--- src/rtl/bus_arb_pkg.sv ---
// Shared definitions for the internal BUS arbiter: FSM state encoding and ID-width helper.
package bus_arb_pkg;

    typedef enum logic [1:0] {
        StIdle = 2'd0,
        StOwn  = 2'd1,
        StTurn = 2'd2
    } arb_state_e;

    // Width of an index into n requesters; never narrower than one bit.
    function automatic int unsigned id_width(input int unsigned n);
        return (n > 1) ? $clog2(n) : 1;
    endfunction

endpackage

--- src/rtl/rr_picker.sv ---
// Combinational round-robin picker: first set request at or after the pointer, with wrap.
module rr_picker
    import bus_arb_pkg::*;
#(
    parameter int unsigned N_REQ = 8,
    localparam int unsigned IdW = id_width(N_REQ)
) (
    input  logic [N_REQ-1:0] req,
    input  logic [IdW-1:0]   pointer,
    output logic             found,
    output logic [N_REQ-1:0] pick,
    output logic [IdW-1:0]   index
);

    logic           hi_hit;
    logic [IdW-1:0] hi_idx;
    logic           lo_hit;
    logic [IdW-1:0] lo_idx;

    // Downward scan so the last hit written is the lowest index; the "hi" set only
    // considers bits at or above the pointer, the "lo" set is the wrapped fallback.
    always_comb begin
        hi_hit = 1'b0;
        hi_idx = '0;
        lo_hit = 1'b0;
        lo_idx = '0;
        for (int i = int'(N_REQ) - 1; i >= 0; i--) begin
            if (req[i]) begin
                lo_hit = 1'b1;
                lo_idx = IdW'(i);
                if (i >= int'(pointer)) begin
                    hi_hit = 1'b1;
                    hi_idx = IdW'(i);
                end
            end
        end
    end

    always_comb begin
        found = lo_hit;
        index = hi_hit ? hi_idx : lo_idx;
        pick  = '0;
        if (found) begin
            pick[index] = 1'b1;
        end
    end

endmodule

--- src/rtl/bus_arbiter.sv ---
// Round-robin owner arbiter for the shared internal BUS, with turnaround idle cycles
// between owners and a hold watchdog that forces release of a stuck owner.
module bus_arbiter
    import bus_arb_pkg::*;
#(
    parameter int unsigned N_REQ       = 8,
    parameter int unsigned TURN_CYCLES = 1,
    parameter int unsigned MAX_HOLD    = 16,
    localparam int unsigned IdW = id_width(N_REQ)
) (
    input  logic             clk,
    input  logic             reset,
    input  logic [N_REQ-1:0] req,
    output logic [N_REQ-1:0] grant,
    output logic [IdW-1:0]   grant_id,
    output logic             bus_busy,
    output logic             timeout,
    output logic [IdW-1:0]   timeout_id
);

    localparam int unsigned HoldW = $clog2(MAX_HOLD + 1);
    localparam int unsigned TurnW = $clog2(TURN_CYCLES + 1);

    localparam logic [HoldW-1:0] HoldMax = HoldW'(MAX_HOLD);
    localparam logic [TurnW-1:0] TurnMax = TurnW'(TURN_CYCLES);
    localparam logic [IdW-1:0]   LastId  = IdW'(N_REQ - 1);

    arb_state_e       state_q, state_d;
    logic [IdW-1:0]   ptr_q, ptr_d;
    logic [HoldW-1:0] hold_q, hold_d;
    logic [TurnW-1:0] turn_q, turn_d;
    logic [N_REQ-1:0] grant_q, grant_d;
    logic [IdW-1:0]   grant_id_q, grant_id_d;
    logic             busy_q, busy_d;
    logic             timeout_q, timeout_d;
    logic [IdW-1:0]   timeout_id_q, timeout_id_d;

    logic             pick_found;
    logic [N_REQ-1:0] pick_onehot;
    logic [IdW-1:0]   pick_id;
    logic             owner_req;
    logic             arbitrate;
    logic             release_bus;
    logic [IdW-1:0]   next_ptr;

    rr_picker #(
        .N_REQ (N_REQ)
    ) u_picker (
        .req     (req),
        .pointer (ptr_q),
        .found   (pick_found),
        .pick    (pick_onehot),
        .index   (pick_id)
    );

    // Owner still holds its request; masking with the one-hot grant avoids indexing by id.
    assign owner_req = |(req & grant_q);
    assign next_ptr  = (grant_id_q == LastId) ? '0 : grant_id_q + IdW'(1);

    always_comb begin
        state_d      = state_q;
        ptr_d        = ptr_q;
        hold_d       = hold_q;
        turn_d       = turn_q;
        grant_d      = grant_q;
        grant_id_d   = grant_id_q;
        timeout_d    = 1'b0;
        timeout_id_d = timeout_id_q;
        arbitrate    = 1'b0;
        release_bus  = 1'b0;

        unique case (state_q)
            StIdle: begin
                arbitrate = 1'b1;
            end
            StOwn: begin
                if (!owner_req) begin
                    // A drop coinciding with the hold limit is a normal release.
                    release_bus = 1'b1;
                end else if (hold_q == HoldMax) begin
                    release_bus  = 1'b1;
                    timeout_d    = 1'b1;
                    timeout_id_d = grant_id_q;
                end else if (hold_q != HoldMax) begin
                    hold_d = hold_q + HoldW'(1);
                end
            end
            StTurn: begin
                if (turn_q == TurnMax) begin
                    arbitrate = 1'b1;
                end else begin
                    turn_d = turn_q + TurnW'(1);
                end
            end
            default: begin
                state_d = StIdle;
            end
        endcase

        if (release_bus) begin
            grant_d    = '0;
            grant_id_d = '0;
            ptr_d      = next_ptr;
            hold_d     = '0;
            turn_d     = TurnW'(1);
            state_d    = StTurn;
        end

        if (arbitrate) begin
            if (pick_found) begin
                grant_d    = pick_onehot;
                grant_id_d = pick_id;
                hold_d     = HoldW'(1);
                state_d    = StOwn;
            end else begin
                grant_d    = '0;
                grant_id_d = '0;
                state_d    = StIdle;
            end
        end

        busy_d = |grant_d;
    end

    always_ff @(posedge clk or negedge reset) begin
        if (!reset) begin
            state_q      <= StIdle;
            ptr_q        <= '0;
            hold_q       <= '0;
            turn_q       <= '0;
            grant_q      <= '0;
            grant_id_q   <= '0;
            busy_q       <= 1'b0;
            timeout_q    <= 1'b0;
            timeout_id_q <= '0;
        end else begin
            state_q      <= state_d;
            ptr_q        <= ptr_d;
            hold_q       <= hold_d;
            turn_q       <= turn_d;
            grant_q      <= grant_d;
            grant_id_q   <= grant_id_d;
            busy_q       <= busy_d;
            timeout_q    <= timeout_d;
            timeout_id_q <= timeout_id_d;
        end
    end

    assign grant      = grant_q;
    assign grant_id   = grant_id_q;
    assign bus_busy   = busy_q;
    assign timeout    = timeout_q;
    assign timeout_id = timeout_id_q;

endmodule

--- config.mk ---
export PLATFORM = sky130hd
export DESIGN_NAME = bus_arbiter
export DESIGN_NICKNAME = d
export VERILOG_FILES = /design/src/rtl/bus_arb_pkg.sv /design/src/rtl/rr_picker.sv /design/src/rtl/bus_arbiter.sv
export SDC_FILE = /design/constraint.sdc
export NUM_CORES = 1
export LEC_CHECK = 0
export CAP_MARGIN = 20
export CORE_ASPECT_RATIO = 1.2
export CORE_MARGIN = 2
export CORE_UTILIZATION = 52
export CTS_CLUSTER_SIZE = 16
export DETAILED_ROUTE_END_ITERATION = 12
export PLACE_DENSITY = 0.84
export REMOVE_ABC_BUFFERS = 1
export SLEW_MARGIN = 20
export SYNTH_ARGS = -nofsm -noshare
export SYNTH_HDL_FRONTEND = slang
export SYNTH_SLANG_ARGS = --single-unit
--- constraint.sdc ---
create_clock -name clk -period 2.39 [get_ports clk]
set_input_delay 0.478 -clock clk [delete_from_list [all_inputs] [get_ports clk]]
set_output_delay 0.478 -clock clk [all_outputs]
set_load 0.02 [all_outputs]
==> flow_metrics.env <==
export IMPL_path_cells="clkdlybuf4s50_1, a2bb2oi_1, a221o_1, o41a_1, a32o_1"
export IMPL_cts_tree="done"
export IMPL_ys_top_cells_by_area="dfrtp_1 46%, mux2_2 4.6%, nand2_1 4.4%"
export IMPL_multiInputGateArea_um2=739
export IMPL_syn_avg_cell_area_um2=10.0
export IMPL_layout_drive_gt1_share=0.179
export IMPL_muxShareOfSynthArea=0.0462
export IMPL_min_period_ns=2.10
export IMPL_clkLatencyLatePin_ns=0.31
export IMPL_peakVddDrop_mv=0.578
export IMPL_skew_ns=0.00195
export IMPL_rsz0062_at_grt="false"
export IMPL_critical_path_max_stage_delay_ns=0.55
export IMPL_status="completed"
export IMPL_synth_common_cells="27 x dfrtp_1, 17 x nand2_1, 16 x nor2_1"
export IMPL_cts_max_level=1
export IMPL_die_x_um=52.4
export IMPL_initial_core_util=0.536
export IMPL_hold_end="state_q[1]"
export IMPL_hold_viol_final=0
export IMPL_dp_hpwl_um=2660
export IMPL_wl_met1_um=1370
export IMPL_antenna_cells=0
export IMPL_power_density_mw_per_mm2=1180
export IMPL_synthToLayoutAreaGrowth_pct=26.2
export IMPL_cap_violations=0
export IMPL_drt_iter0_markers=46
export IMPL_grt_max_degree=28
export IMPL_worst_setup_path_start_kind="input pin"
export IMPL_grt_total_usage=0.228
export IMPL_path_max_fanout=7
export IMPL_finalNetCount=199
export IMPL_min_period_over_period=0.877
export IMPL_postCtsSetupRepairBufs=0
export IMPL_gp_congestion=0.904
export IMPL_port_buffers=25
export IMPL_hold_class="register to register"
export IMPL_post_place_ws_ns=-0.0171
export IMPL_drv_slew=0
export IMPL_ioPinCount=26
export IMPL_dr_pass1_iters=6
export IMPL_final_area_mm2=0.00185
export IMPL_setup_ws_ns=0.293
export IMPL_synth_cell_types=44
export IMPL_vias=1281
export IMPL_antenna_found_initial=0
export IMPL_cts_path_max_buffers=2
export IMPL_maxSlewHeadroom=0.719
export IMPL_wl_per_cell_um=15.3
export IMPL_crit_path_end_kind="register"
export IMPL_cts_buffers_inserted=3
export IMPL_synth_fa_ha_area_frac=0.0342
export IMPL_ys_seq_area_frac=0.462
export IMPL_holdCritStartpoint="turn_q"
export IMPL_grt_pass1_wl_um=5780
export IMPL_num_rows=21
export IMPL_core_mm2=0.00273
export IMPL_clk_pin_slew_ns=0.14
export IMPL_grt_pass1_vias=1319
export IMPL_synth_compound_area_share=0.224
export IMPL_cts_repair_resized=0
export IMPL_via_per_inst=5.88
export IMPL_placed_area_mm2=0.00182
export IMPL_setup_viol=0
export IMPL_register_area_um2=676
export IMPL_synth_edf_count=0
export IMPL_synth_simple_area_share=0.183
export IMPL_routed_wl_um=3340
export IMPL_wl_met3_um=84
export IMPL_utilization=0.676
export IMPL_synthArstFlopShare=1.00
export IMPL_cts_hold_buf=0
export IMPL_synth_ff_type="dfrtp_1"
export IMPL_syn_inst=146
export IMPL_dieHeight_um=62.1
export IMPL_synth_seq_cells=27
export IMPL_cp_slowest_cell="clkdlybuf4s50_1"
export IMPL_rrSetupSlack_ns=0.53
export IMPL_wl_met2_um=1790
export IMPL_nFillCells=222
export IMPL_top_layer="met4"
export IMPL_p_leak_nw=0.832
export IMPL_synth_top_family_by_area="compound AO/OA/AOI/OAI gates"
export IMPL_die_area_mm2=0.00326
export IMPL_synth_most_common_cell="dfrtp_1"
export IMPL_grt_overflow=0
export IMPL_yosysWarnings=0
export IMPL_synth_top_area_cell="dfrtp_1"
export IMPL_synth_top_area_share=0.462
export IMPL_ant_nets=0
export IMPL_worst_pin_slew_ns=0.416
export IMPL_crit_start="req[5]"
export IMPL_drc=0
export IMPL_critical_path_arrival_ns=2.31
export IMPL_hold_depth=1
export IMPL_crit_type="input pin to register"
export IMPL_root_buffer="clkbuf_4"
export IMPL_r2r_end="grant[4]"
export IMPL_synth_area_mm2=0.00146
export IMPL_crit_required_ns=2.61
export IMPL_fmax_mhz=477
export IMPL_reg2reg_depth=6
export IMPL_r2r_start="ptr_q[2]"
export IMPL_clkSinkCount=27
export IMPL_yosys_area_share_xor_xnor=0.0179
final cells by class:
cell class                      instances  share of cell area
Inverter                                8              0.0163
Multi-Input combinational cell        109               0.400
Sequential cell                        27               0.366
Timing Repair Buffer                   36               0.180
Clock buffer                            4              0.0142
Tap cell                               34              0.0230
cells in the final DEF (no fill, tap or decap), drive strengths merged, types with 4 or more instances in the layout:
| cell type | Yosys | final |
|---|---|---|
| clkbuf | 1 | 4 |
| clkdlybuf4s50 | 0 | 25 |
| mux2 | 6 | 6 |
| nand2 | 17 | 17 |
| dfrtp | 27 | 27 |
| inv | 8 | 8 |
| ha | 4 | 4 |
| o21ai | 9 | 9 |
| nand2b | 4 | 4 |
| nor2 | 17 | 17 |
| a21oi | 5 | 5 |
| buf | 1 | 11 |
| a22oi | 4 | 4 |
worst max-delay path, delay by kind of cell:
kind	cells	cell delay, ns
buffers and inverters	1	0.55
AO/OA/AOI/OAI	4	1.28
per-layer routing:
| layer | up-vias | global-route usage |
|---|---|---|
| met5 | - | 0 |
| met4 | 0 | 0.122 |
| met3 | 11 | 0.0120 |
| met2 | 45 | 0.383 |
| met1 | 615 | 0.286 |
| li1 | 610 | - |
kinds of logic after synthesis:
group                      after synthesis
AOI/OAI and AO/OA                       42
DFF                                     27
buffers and inverters                   10
and+or+nand+nor                         54
adders and majority gates                4
xor gates and xnor gates                 3
muxes                                    6
metrics by stage:
step / setup TNS [ns] / std cells / hold WS (ns) / total power, mW
floorplan: 0 / 144 / 0.182 / 1.49
CTS: 0 / 218 / 0.492 / 2.18
global route: 0 / 218 / 0.515 / 2.35
finish: 0 / 218 / 0.486 / 2.19
global placement: 0 / 214 / 0.460 / 1.94
detailed placement: -0.0171 / 214 / 0.473 / 2.00
registers in the layout, summed over array words and instances, names as in the netlist, 2 cells and up:
register    cells
grant           8
grant_id        3
ptr_q           3
state_q         2
hold_q          5
timeout_id      3
worst max-delay path by stage:
stage | endpoint | slack (ns)
after global placement | grant[7] | 0.03
after CTS | grant[4] | 0.32
after global routing | grant[7] | 0.18
after detailed placement | grant[4] | -0.02
after floorplan | grant[0] | 0.62
final | grant[4] | 0.29
power breakdown:
part           leakage [nW]  internal, mW  switching [mW]  total [mW]
logic                 0.468         0.572           0.642        1.21
clock network        0.0150        0.0652           0.124       0.189
registers             0.349         0.603           0.180       0.783
total                 0.832          1.24           0.946        2.19
Power figures use the tool's default switching activity.
